$ cat config.mk
export PLATFORM = sky130hd
export DESIGN_NAME = mc_control_unit
export DESIGN_NICKNAME = d
export VERILOG_FILES = /design/src/rtl/mc_control_unit.sv
export SDC_FILE = /design/constraint.sdc
export NUM_CORES = 1
export LEC_CHECK = 0
export CAP_MARGIN = 5
export CORE_MARGIN = 3
export CORE_UTILIZATION = 30
export CTS_BUF_LIST = sky130_fd_sc_hd__clkbuf_8
export CTS_CLUSTER_SIZE = 25
export DETAILED_ROUTE_END_ITERATION = 8
export PLACE_DENSITY = 0.53
export SYNTH_ARGS = -nofsm -noshare
export SYNTH_HDL_FRONTEND = slang
export SYNTH_SLANG_ARGS = --single-unit
export TNS_END_PERCENT = 100
$ cat constraint.sdc
create_clock -name clk -period 2.34 [get_ports clk]
set_input_delay 0.468 -clock clk [delete_from_list [all_inputs] [get_ports clk]]
set_output_delay 0.468 -clock clk [all_outputs]
set_load 0.03 [all_outputs]
$ cat src/rtl/mc_control_unit.sv
// mc_control_unit: multicycle control FSM for the MIPS-subset datapath.
// Fetch, decode and execute run as Moore states. Each output is registered from the
// decode of the next state, so an output always matches the state shown on state_out.
// Memory wait states and the iterative mult/div latency are counted in dedicated
// counters. Faults go through EXC (save EPC) and EXC_JMP (load the exception vector).
// State encoding (state_out):
//   0 RESET, 1 FETCH, 2 DECODE, 3 EXEC_R, 4 WB_R, 5 EXEC_I, 6 WB_I, 7 MEM_ADDR,
//   8 LW_READ, 9 LW_WB, 10 SW_WRITE, 11 BRANCH, 12 JUMP, 13 JR, 14 MD_START,
//   15 MD_RUN, 16 MD_DONE, 17 EXC, 18 EXC_JMP. Every other code returns to RESET.
module mc_control_unit #(
   parameter int MEM_WAIT  = 1,
   parameter int MD_CYCLES = 32,
   parameter int ST_W      = 5
) (
   input  logic            clk,
   input  logic            resert,
   input  logic [5:0]      opcode,
   input  logic [5:0]      funct,
   input  logic            zero,
   input  logic            overflow,
   input  logic            div0,
   output logic            PCWrite,
   output logic            PCWriteCond,
   output logic            IorD,
   output logic            MemWR,
   output logic            IRWrite,
   output logic            RegWrite,
   output logic            MemToReg,
   output logic            EPCCtrl,
   output logic            MDControl,
   output logic            WriteHI,
   output logic            WriteLO,
   output logic [1:0]      RegDst,
   output logic [1:0]      ALUSrcA,
   output logic [1:0]      ALUSrcB,
   output logic [2:0]      ALUControl,
   output logic [2:0]      PcSource,
   output logic [1:0]      Exception,
   output logic            md_busy,
   output logic [ST_W-1:0] state_out
);

   typedef enum logic [ST_W-1:0] {
      S_RESET    = 5'd0,  S_FETCH    = 5'd1,  S_DECODE  = 5'd2,  S_EXEC_R  = 5'd3,
      S_WB_R     = 5'd4,  S_EXEC_I   = 5'd5,  S_WB_I    = 5'd6,  S_MEM_ADDR = 5'd7,
      S_LW_READ  = 5'd8,  S_LW_WB    = 5'd9,  S_SW_WRITE = 5'd10, S_BRANCH = 5'd11,
      S_JUMP     = 5'd12, S_JR       = 5'd13, S_MD_START = 5'd14, S_MD_RUN = 5'd15,
      S_MD_DONE  = 5'd16, S_EXC      = 5'd17, S_EXC_JMP  = 5'd18
   } state_t;

   typedef struct packed {
      logic       pc_write;
      logic       pc_write_cond;
      logic       iord;
      logic       mem_wr;
      logic       ir_write;
      logic       reg_write;
      logic       mem_to_reg;
      logic       epc_ctrl;
      logic       md_control;
      logic       write_hi;
      logic       write_lo;
      logic       md_busy;
      logic [1:0] reg_dst;
      logic [1:0] alu_src_a;
      logic [1:0] alu_src_b;
      logic [2:0] alu_ctl;
      logic [2:0] pc_source;
      logic [1:0] exception;
   } ctrl_t;

   localparam logic [5:0] OP_RTYPE = 6'h00;
   localparam logic [5:0] OP_J     = 6'h02;
   localparam logic [5:0] OP_BEQ   = 6'h04;
   localparam logic [5:0] OP_BNE   = 6'h05;
   localparam logic [5:0] OP_ADDI  = 6'h08;
   localparam logic [5:0] OP_LW    = 6'h23;
   localparam logic [5:0] OP_SW    = 6'h2B;
   localparam logic [5:0] F_JR     = 6'h08;
   localparam logic [5:0] F_MULT   = 6'h18;
   localparam logic [5:0] F_DIV    = 6'h1A;
   localparam logic [5:0] F_ADD    = 6'h20;
   localparam logic [5:0] F_SUB    = 6'h22;
   localparam logic [5:0] F_AND    = 6'h24;

   localparam logic [2:0] ALU_ADD = 3'b001;
   localparam logic [2:0] ALU_SUB = 3'b010;
   localparam logic [2:0] ALU_AND = 3'b011;

   localparam logic [1:0] EXC_INVALID = 2'b00;
   localparam logic [1:0] EXC_OVF     = 2'b01;
   localparam logic [1:0] EXC_DIV0    = 2'b10;

   localparam int WAIT_W = (MEM_WAIT > 0) ? $clog2(MEM_WAIT + 1) : 1;
   localparam int MD_W   = (MD_CYCLES > 1) ? $clog2(MD_CYCLES) : 1;
   localparam logic [WAIT_W-1:0] WAIT_LAST = WAIT_W'(MEM_WAIT);
   localparam logic [WAIT_W-1:0] WAIT_ONE  = WAIT_W'(1);
   localparam logic [MD_W-1:0]   MD_LAST   = MD_W'(MD_CYCLES - 1);
   localparam logic [MD_W-1:0]   MD_ONE    = MD_W'(1);

   state_t             state_r, state_nxt_s;
   logic [WAIT_W-1:0]  wait_cnt_r, wait_nxt_s;
   logic [MD_W-1:0]    md_cnt_r, md_nxt_s;
   logic [1:0]         exc_code_r, exc_nxt_s;
   ctrl_t              ctrl_r;
   logic               unused_zero_s;

   // The branch condition is qualified with zero in the datapath, not here.
   assign unused_zero_s = zero;

   // ALU operation selected by an R-type funct field.
   function automatic logic [2:0] alu_for_funct(input logic [5:0] fn);
      logic [2:0] op;
      case (fn)
         F_SUB:   op = ALU_SUB;
         F_AND:   op = ALU_AND;
         default: op = ALU_ADD;
      endcase
      return op;
   endfunction

   // Moore decode of one state (plus its wait count) into datapath controls.
   function automatic ctrl_t decode_ctrl(input state_t st, input logic [WAIT_W-1:0] wcnt,
                                         input logic [1:0] exc, input logic [5:0] fn);
      ctrl_t c;
      c = '0;
      case (st)
         S_FETCH: begin
            c.alu_src_b = 2'b01;
            c.alu_ctl   = ALU_ADD;
            if (wcnt == WAIT_LAST) begin
               c.ir_write = 1'b1;
               c.pc_write = 1'b1;
            end else begin
               c.ir_write = 1'b0;
               c.pc_write = 1'b0;
            end
         end
         S_DECODE: begin
            c.alu_src_b = 2'b11;
            c.alu_ctl   = ALU_ADD;
         end
         S_EXEC_R: begin
            c.alu_src_a = 2'b01;
            c.alu_ctl   = alu_for_funct(fn);
         end
         S_WB_R: begin
            c.alu_src_a = 2'b01;
            c.alu_ctl   = alu_for_funct(fn);
            c.reg_dst   = 2'b01;
            c.reg_write = 1'b1;
         end
         S_EXEC_I, S_MEM_ADDR: begin
            c.alu_src_a = 2'b01;
            c.alu_src_b = 2'b10;
            c.alu_ctl   = ALU_ADD;
         end
         S_WB_I: begin
            c.alu_src_a = 2'b01;
            c.alu_src_b = 2'b10;
            c.alu_ctl   = ALU_ADD;
            c.reg_write = 1'b1;
         end
         S_LW_READ:  c.iord = 1'b1;
         S_LW_WB: begin
            c.mem_to_reg = 1'b1;
            c.reg_write  = 1'b1;
         end
         S_SW_WRITE: begin
            c.iord   = 1'b1;
            c.mem_wr = 1'b1;
         end
         S_BRANCH: begin
            c.alu_src_a     = 2'b01;
            c.alu_ctl       = ALU_SUB;
            c.pc_source     = 3'b001;
            c.pc_write_cond = 1'b1;
         end
         S_JUMP: begin
            c.pc_source = 3'b010;
            c.pc_write  = 1'b1;
         end
         S_JR: begin
            c.pc_source = 3'b011;
            c.pc_write  = 1'b1;
         end
         S_MD_START: c.md_control = 1'b1;
         S_MD_RUN:   c.md_busy    = 1'b1;
         S_MD_DONE: begin
            c.write_hi = 1'b1;
            c.write_lo = 1'b1;
         end
         S_EXC: begin
            c.epc_ctrl  = 1'b1;
            c.alu_src_b = 2'b01;
            c.alu_ctl   = ALU_SUB;
            c.exception = exc;
         end
         S_EXC_JMP: begin
            c.pc_source = 3'b100;
            c.pc_write  = 1'b1;
            c.exception = exc;
         end
         default: c = '0;
      endcase
      return c;
   endfunction

   // Next-state, wait/MD counter and exception-code logic.
   always_comb begin
      state_nxt_s = state_r;
      wait_nxt_s  = wait_cnt_r;
      md_nxt_s    = md_cnt_r;
      exc_nxt_s   = exc_code_r;
      case (state_r)
         S_RESET: begin
            state_nxt_s = S_FETCH;
            wait_nxt_s  = '0;
            md_nxt_s    = '0;
         end
         S_FETCH: begin
            if (wait_cnt_r == WAIT_LAST) begin
               state_nxt_s = S_DECODE;
               wait_nxt_s  = '0;
            end else begin
               wait_nxt_s  = wait_cnt_r + WAIT_ONE;
            end
         end
         S_DECODE: begin
            case (opcode)
               OP_RTYPE: begin
                  case (funct)
                     F_ADD, F_SUB, F_AND: state_nxt_s = S_EXEC_R;
                     F_MULT, F_DIV:       state_nxt_s = S_MD_START;
                     F_JR:                state_nxt_s = S_JR;
                     default: begin
                        state_nxt_s = S_EXC;
                        exc_nxt_s   = EXC_INVALID;
                     end
                  endcase
               end
               OP_ADDI:       state_nxt_s = S_EXEC_I;
               OP_LW, OP_SW:  state_nxt_s = S_MEM_ADDR;
               OP_BEQ, OP_BNE: state_nxt_s = S_BRANCH;
               OP_J:          state_nxt_s = S_JUMP;
               default: begin
                  state_nxt_s = S_EXC;
                  exc_nxt_s   = EXC_INVALID;
               end
            endcase
         end
         S_EXEC_R: begin
            if (overflow && (funct == F_ADD || funct == F_SUB)) begin
               state_nxt_s = S_EXC;
               exc_nxt_s   = EXC_OVF;
            end else begin
               state_nxt_s = S_WB_R;
            end
         end
         S_EXEC_I: begin
            if (overflow) begin
               state_nxt_s = S_EXC;
               exc_nxt_s   = EXC_OVF;
            end else begin
               state_nxt_s = S_WB_I;
            end
         end
         S_MEM_ADDR: begin
            wait_nxt_s = '0;
            if (opcode == OP_LW) begin
               state_nxt_s = S_LW_READ;
            end else begin
               state_nxt_s = S_SW_WRITE;
            end
         end
         S_LW_READ: begin
            if (wait_cnt_r == WAIT_LAST) begin
               state_nxt_s = S_LW_WB;
               wait_nxt_s  = '0;
            end else begin
               wait_nxt_s  = wait_cnt_r + WAIT_ONE;
            end
         end
         S_SW_WRITE: begin
            if (wait_cnt_r == WAIT_LAST) begin
               state_nxt_s = S_FETCH;
               wait_nxt_s  = '0;
            end else begin
               wait_nxt_s  = wait_cnt_r + WAIT_ONE;
            end
         end
         S_MD_START: begin
            md_nxt_s = '0;
            if (funct == F_DIV && div0) begin
               state_nxt_s = S_EXC;
               exc_nxt_s   = EXC_DIV0;
            end else begin
               state_nxt_s = S_MD_RUN;
            end
         end
         S_MD_RUN: begin
            if (md_cnt_r == MD_LAST) begin
               state_nxt_s = S_MD_DONE;
               md_nxt_s    = '0;
            end else begin
               md_nxt_s    = md_cnt_r + MD_ONE;
            end
         end
         S_EXC: state_nxt_s = S_EXC_JMP;
         S_WB_R, S_WB_I, S_LW_WB, S_BRANCH, S_JUMP, S_JR, S_MD_DONE, S_EXC_JMP: begin
            state_nxt_s = S_FETCH;
            wait_nxt_s  = '0;
         end
         default: begin
            state_nxt_s = S_RESET;
            wait_nxt_s  = '0;
            md_nxt_s    = '0;
         end
      endcase
   end

   // State, counters and registered outputs; reset aborts any wait or MD run at once.
   always_ff @(posedge clk or negedge resert) begin
      if (!resert) begin
         state_r    <= S_RESET;
         wait_cnt_r <= '0;
         md_cnt_r   <= '0;
         exc_code_r <= 2'b00;
         ctrl_r     <= '0;
      end else begin
         state_r    <= state_nxt_s;
         wait_cnt_r <= wait_nxt_s;
         md_cnt_r   <= md_nxt_s;
         exc_code_r <= exc_nxt_s;
         ctrl_r     <= decode_ctrl(state_nxt_s, wait_nxt_s, exc_nxt_s, funct);
      end
   end

   assign PCWrite     = ctrl_r.pc_write;
   assign PCWriteCond = ctrl_r.pc_write_cond;
   assign IorD        = ctrl_r.iord;
   assign MemWR       = ctrl_r.mem_wr;
   assign IRWrite     = ctrl_r.ir_write;
   assign RegWrite    = ctrl_r.reg_write;
   assign MemToReg    = ctrl_r.mem_to_reg;
   assign EPCCtrl     = ctrl_r.epc_ctrl;
   assign MDControl   = ctrl_r.md_control;
   assign WriteHI     = ctrl_r.write_hi;
   assign WriteLO     = ctrl_r.write_lo;
   assign md_busy     = ctrl_r.md_busy;
   assign RegDst      = ctrl_r.reg_dst;
   assign ALUSrcA     = ctrl_r.alu_src_a;
   assign ALUSrcB     = ctrl_r.alu_src_b;
   assign ALUControl  = ctrl_r.alu_ctl;
   assign PcSource    = ctrl_r.pc_source;
   assign Exception   = ctrl_r.exception;
   assign state_out   = state_r;

endmodule

==> key figures, run 1 <==
Floorplanning
  • Io pins: 48
  • Core ar.: 0.00694 sq mm
  • Die width: 91.4 um
  • Initial Util: 31.5%
  • Die height: 91.4 um
  • Row count: 30
  • Full die area: 0.00835 sq mm

Logic synthesis
  • Dominant synthesized flop cell: dfrtp_1
  • Number of synthesized register bits: 35
  • Yosys cell types: 67
  • Yosys warns: 0
  • Post-synthesis sequential area ratio: 40.1%
  • Post-synthesis cell area: 0.00219 sq mm
  • Syn Area/Cell: 9.07 sq um
  • Count of flip-flops with a built-in enable after synthesis: 0
  • Async S/R FF share, synth: 100%
  • Cells after synthesis: 241

GRT
  • Global route total overflow: 0
  • Met3 Track Usage GR: 1.91%
  • Largest net degree at the start of global routing: 36
  • Met2 track demand over resource: 25.0%
  • Met1 Use GR: 22.6%
  • Vias in the first global route: 2095
  • GRT busiest layer: met2
  • First-pass GRT wire length: 10700 um
  • GRT Overall Usage: 16.0%
  • Antenna violations before repair: 0

Cells and area
  • Area growth from synthesis to layout: 66.0%
  • Antenna Cells: 0
  • Design area: 0.00363 sq mm
  • Share of layout cells above drive strength 1: 41.8%
  • Layout Nets: 377

Timing
  • Slew at the pin with the worst max-slew slack: 552 ps
  • Max-slew violations: 0
  • Rel. slew slack: 62.9%
  • Min cycle time layout: 2310 ps
  • Clk_skew: 3.71 ps
  • Final TNS setup: 0 ps
  • Final setup violation count: 0
  • RSZ-0062 raised after global routing: yes
  • Fmax: 433 MHz
  • Final Cycle Share: 98.6%
  • Endpoints failing hold: 0

Route
  • Vias: 2243
  • Antenna-violating nets left: 0
  • Drt drc: 0
  • DRT Pass-1 Iters: 4
  • Vias per cell: 4.93
  • Initial DRC Count: 102
  • Wire length after detailed routing: 6430 um
  • Detailed-route wire length per cell: 14.1 um

Min path
  • HP Class: flop to flop

CTS
  • Worst skew pair latency: 290 ps
  • CTS tree: done
  • CTS H-tree depth: 2
  • Hold Buf Count CTS: 0
  • CTS Root Cell: clkbuf_8
  • Worst-case clock buffer depth: 2
  • Clk sink count: 35
  • Clock slew at reported path FFs: 70 ps
  • TritonCTS buffer count: 5

Status
  • Status: complete, no violations

Pwr
  • Static leakage: 0.00159 uW
  • Maximum vdd drop: 0.330 mV
  • PD cells: 1110 mW/mm^2

Flow run
  • Max cap viols: 0

Worst setup path
  • Worst reg-to-reg setup slack: 30 ps
  • Critical path peak fanout: 6
  • Worst R2R End: PCWrite$_DFF_PN0_
  • Critical path's slowest cell: dfrtp_2
  • Worst R2R Start: state_out[4]$_DFF_PN0_
  • Arr. time, crit path: 2480 ps
  • Setup crit end kind: flop
  • Worst Path Required: 2510 ps
  • CP Launch Type: flop
  • R2R depth: 9
  • CP endpoint: PCWrite$_DFF_PN0_
  • Cell Chain, Critical Path: buf_6 -> nand3b_1 -> buf_4 -> or3_4 -> o21ai_4 -> or4_4 -> buf_6 -> nor3b_4 -> or3_1
  • Worst path most repeated cell: buf_6
  • Worst Setup SP: state_out[4]$_DFF_PN0_
  • Slowest stage delay, CP: 420 ps
  • Setup Crit Path Kind: flop to flop

Placed design
  • Port Buf Inserts: 43
  • DP HPWL: 4990 um
  • DP Area: 0.00321 sq mm
  • Placer Congestion: 0.841
==> repair_timing <==
| action | CTS | global route |
|---|---|---|
| resized for setup | 33 | 30 |
| setup endpoints to repair | 17 | 14 |
| pin swaps | 8 | 11 |
| setup buffers | 6 | 7 |
==> area by class of cell <==
class                           instances  area (sq um)
Fill cell                             650          3320
Multi-Input combinational cell        181          1380
Timing Repair Buffer                  131          1100
Sequential cell                        35           880
Tap cell                               96           120
Clock buffer                            5          68.8
Clock inverter                          3          67.6
Inverter                                4          15.0
==> registers in the layout, summed over array words and instances, names as in the netlist, 2 cells and up <==
name and cells:
ALUSrcB 2, state_out 5, ALUControl 2, PcSource 3, Exception 2, exc_code_r 2, md_cnt_r 5
==> stage by stage <==
stage | hold WS, ps | utilization [%] | power [uW] | setup WS (ps) | instances
6_report | 477 | 52.3 | 4040 | 33.0 | 455
5_1_grt | 503 | 52.3 | 4300 | -50.3 | 455
4_1_cts | 475 | 50.2 | 3890 | 1.32 | 448
3_5_place_dp | 467 | 46.2 | 3030 | -649 | 434
3_3_place_gp | 463 | 46.2 | 3020 | -645 | 434
2_1_floorplan | 172 | - | 2080 | -143 | 243
==> layout by cell type (no fill, tap or decap), drive strengths merged, types with 3 or more instances in the layout <==
cell type,Yosys,layout
a21oi,7,7
a221o,3,3
and2,3,3
and3,3,3
buf,15,88
clkbuf,8,9
clkdlybuf4s50,0,31
conb,1,3
dfrtp,35,35
dlygate4sd2,0,5
inv,4,4
nand2,17,17
nand2b,9,9
nand3,7,7
nand3b,3,3
nor2,20,20
nor2b,7,7
nor3,13,13
nor3b,3,3
nor4,4,4
nor4b,7,7
o21ai,14,14
o31ai,4,4
o41ai,3,3
or2,3,3
or3,3,3
==> how the worst min path moves through the flow <==
stage	from	to	slack [ps]	cells past startpoint
6_report	md_cnt_r[3]$_DFFE_PN0N_	md_cnt_r[3]$_DFFE_PN0N_	480	1
5_1_grt	md_cnt_r[3]$_DFFE_PN0N_	md_cnt_r[3]$_DFFE_PN0N_	500	1
4_1_cts	md_cnt_r[3]$_DFFE_PN0N_	md_cnt_r[3]$_DFFE_PN0N_	480	1
3_5_place_dp	md_cnt_r[3]$_DFFE_PN0N_	md_cnt_r[3]$_DFFE_PN0N_	470	1
3_3_place_gp	md_cnt_r[3]$_DFFE_PN0N_	md_cnt_r[3]$_DFFE_PN0N_	460	1
2_1_floorplan	resert	ALUControl[0]$_DFF_PN0_	170	0
==> cells by family (layout without fill, tap and decap cells) <==
family          count (synthesis)  in the layout  synth area share [%]
compound gates                 59             59                  20.3
xor+xnor                        2              2                 0.802
simple gates                  114            114                  31.0
fa+ha+maj                       2              2                  1.14
buf+inv                        27            143                  6.12
other cells                     1              3                 0.172
mux                             1              1                 0.458
flops                          35             35                  40.1
==> power by group <==
group          switching, uW  internal [uW]  leakage, uW
combinational           1290           1280      0.00106
sequential              79.2            740     0.000468
clock                    225            425    0.0000644
total                   1590           2450      0.00159
==> synth_stat cells (all sizes together), types with 3 or more instances <==
| cell | n | area, sq um |
|---|---|---|
| o21ai | 14 | 70.1 |
| or2 | 3 | 18.8 |
| and3 | 3 | 18.8 |
| nor2 | 20 | 82.6 |
| o41ai | 3 | 26.3 |
| nand3b | 3 | 22.5 |
| dfrtp | 35 | 876 |
| nand3 | 7 | 35.0 |
| nor4 | 4 | 25.0 |
| a21oi | 7 | 35.0 |
| nand2 | 17 | 63.8 |
| nor3 | 13 | 65.1 |
| or3 | 3 | 18.8 |
| clkbuf | 8 | 30.0 |
| nor2b | 7 | 43.8 |
| a221o | 3 | 30.0 |
| o31ai | 4 | 30.0 |
| inv | 4 | 15.0 |
| buf | 15 | 88.8 |
| nor3b | 3 | 33.8 |
| nand2b | 9 | 56.3 |
| and2 | 3 | 18.8 |
| nor4b | 7 | 61.3 |
==> critical path: cells and delay by family (launching register included) <==
kind,cells,cell delay [ps]
DFF,1,420
AOI/OAI and AO/OA,1,100
buffers and inverters,3,440
and+or+nand+nor,5,1230
==> metal layers <==
metal	wire length, um	vias to the layer above	share of wire (%)
met2	3020	59	47
met1	3060	1050	48
met5	0	-	0
li1	-	1128	-
met3	251	6	3.9
met4	96	0	1.5
(Power assumes the default switching activity.)
==> inputs of run 2 (changes only) <==
- ABC_CLOCK_PERIOD_IN_PS: unset -> 2340
==> results of run 2 <==
No change in the layout: final DEF, timing and power equal those of run 1.
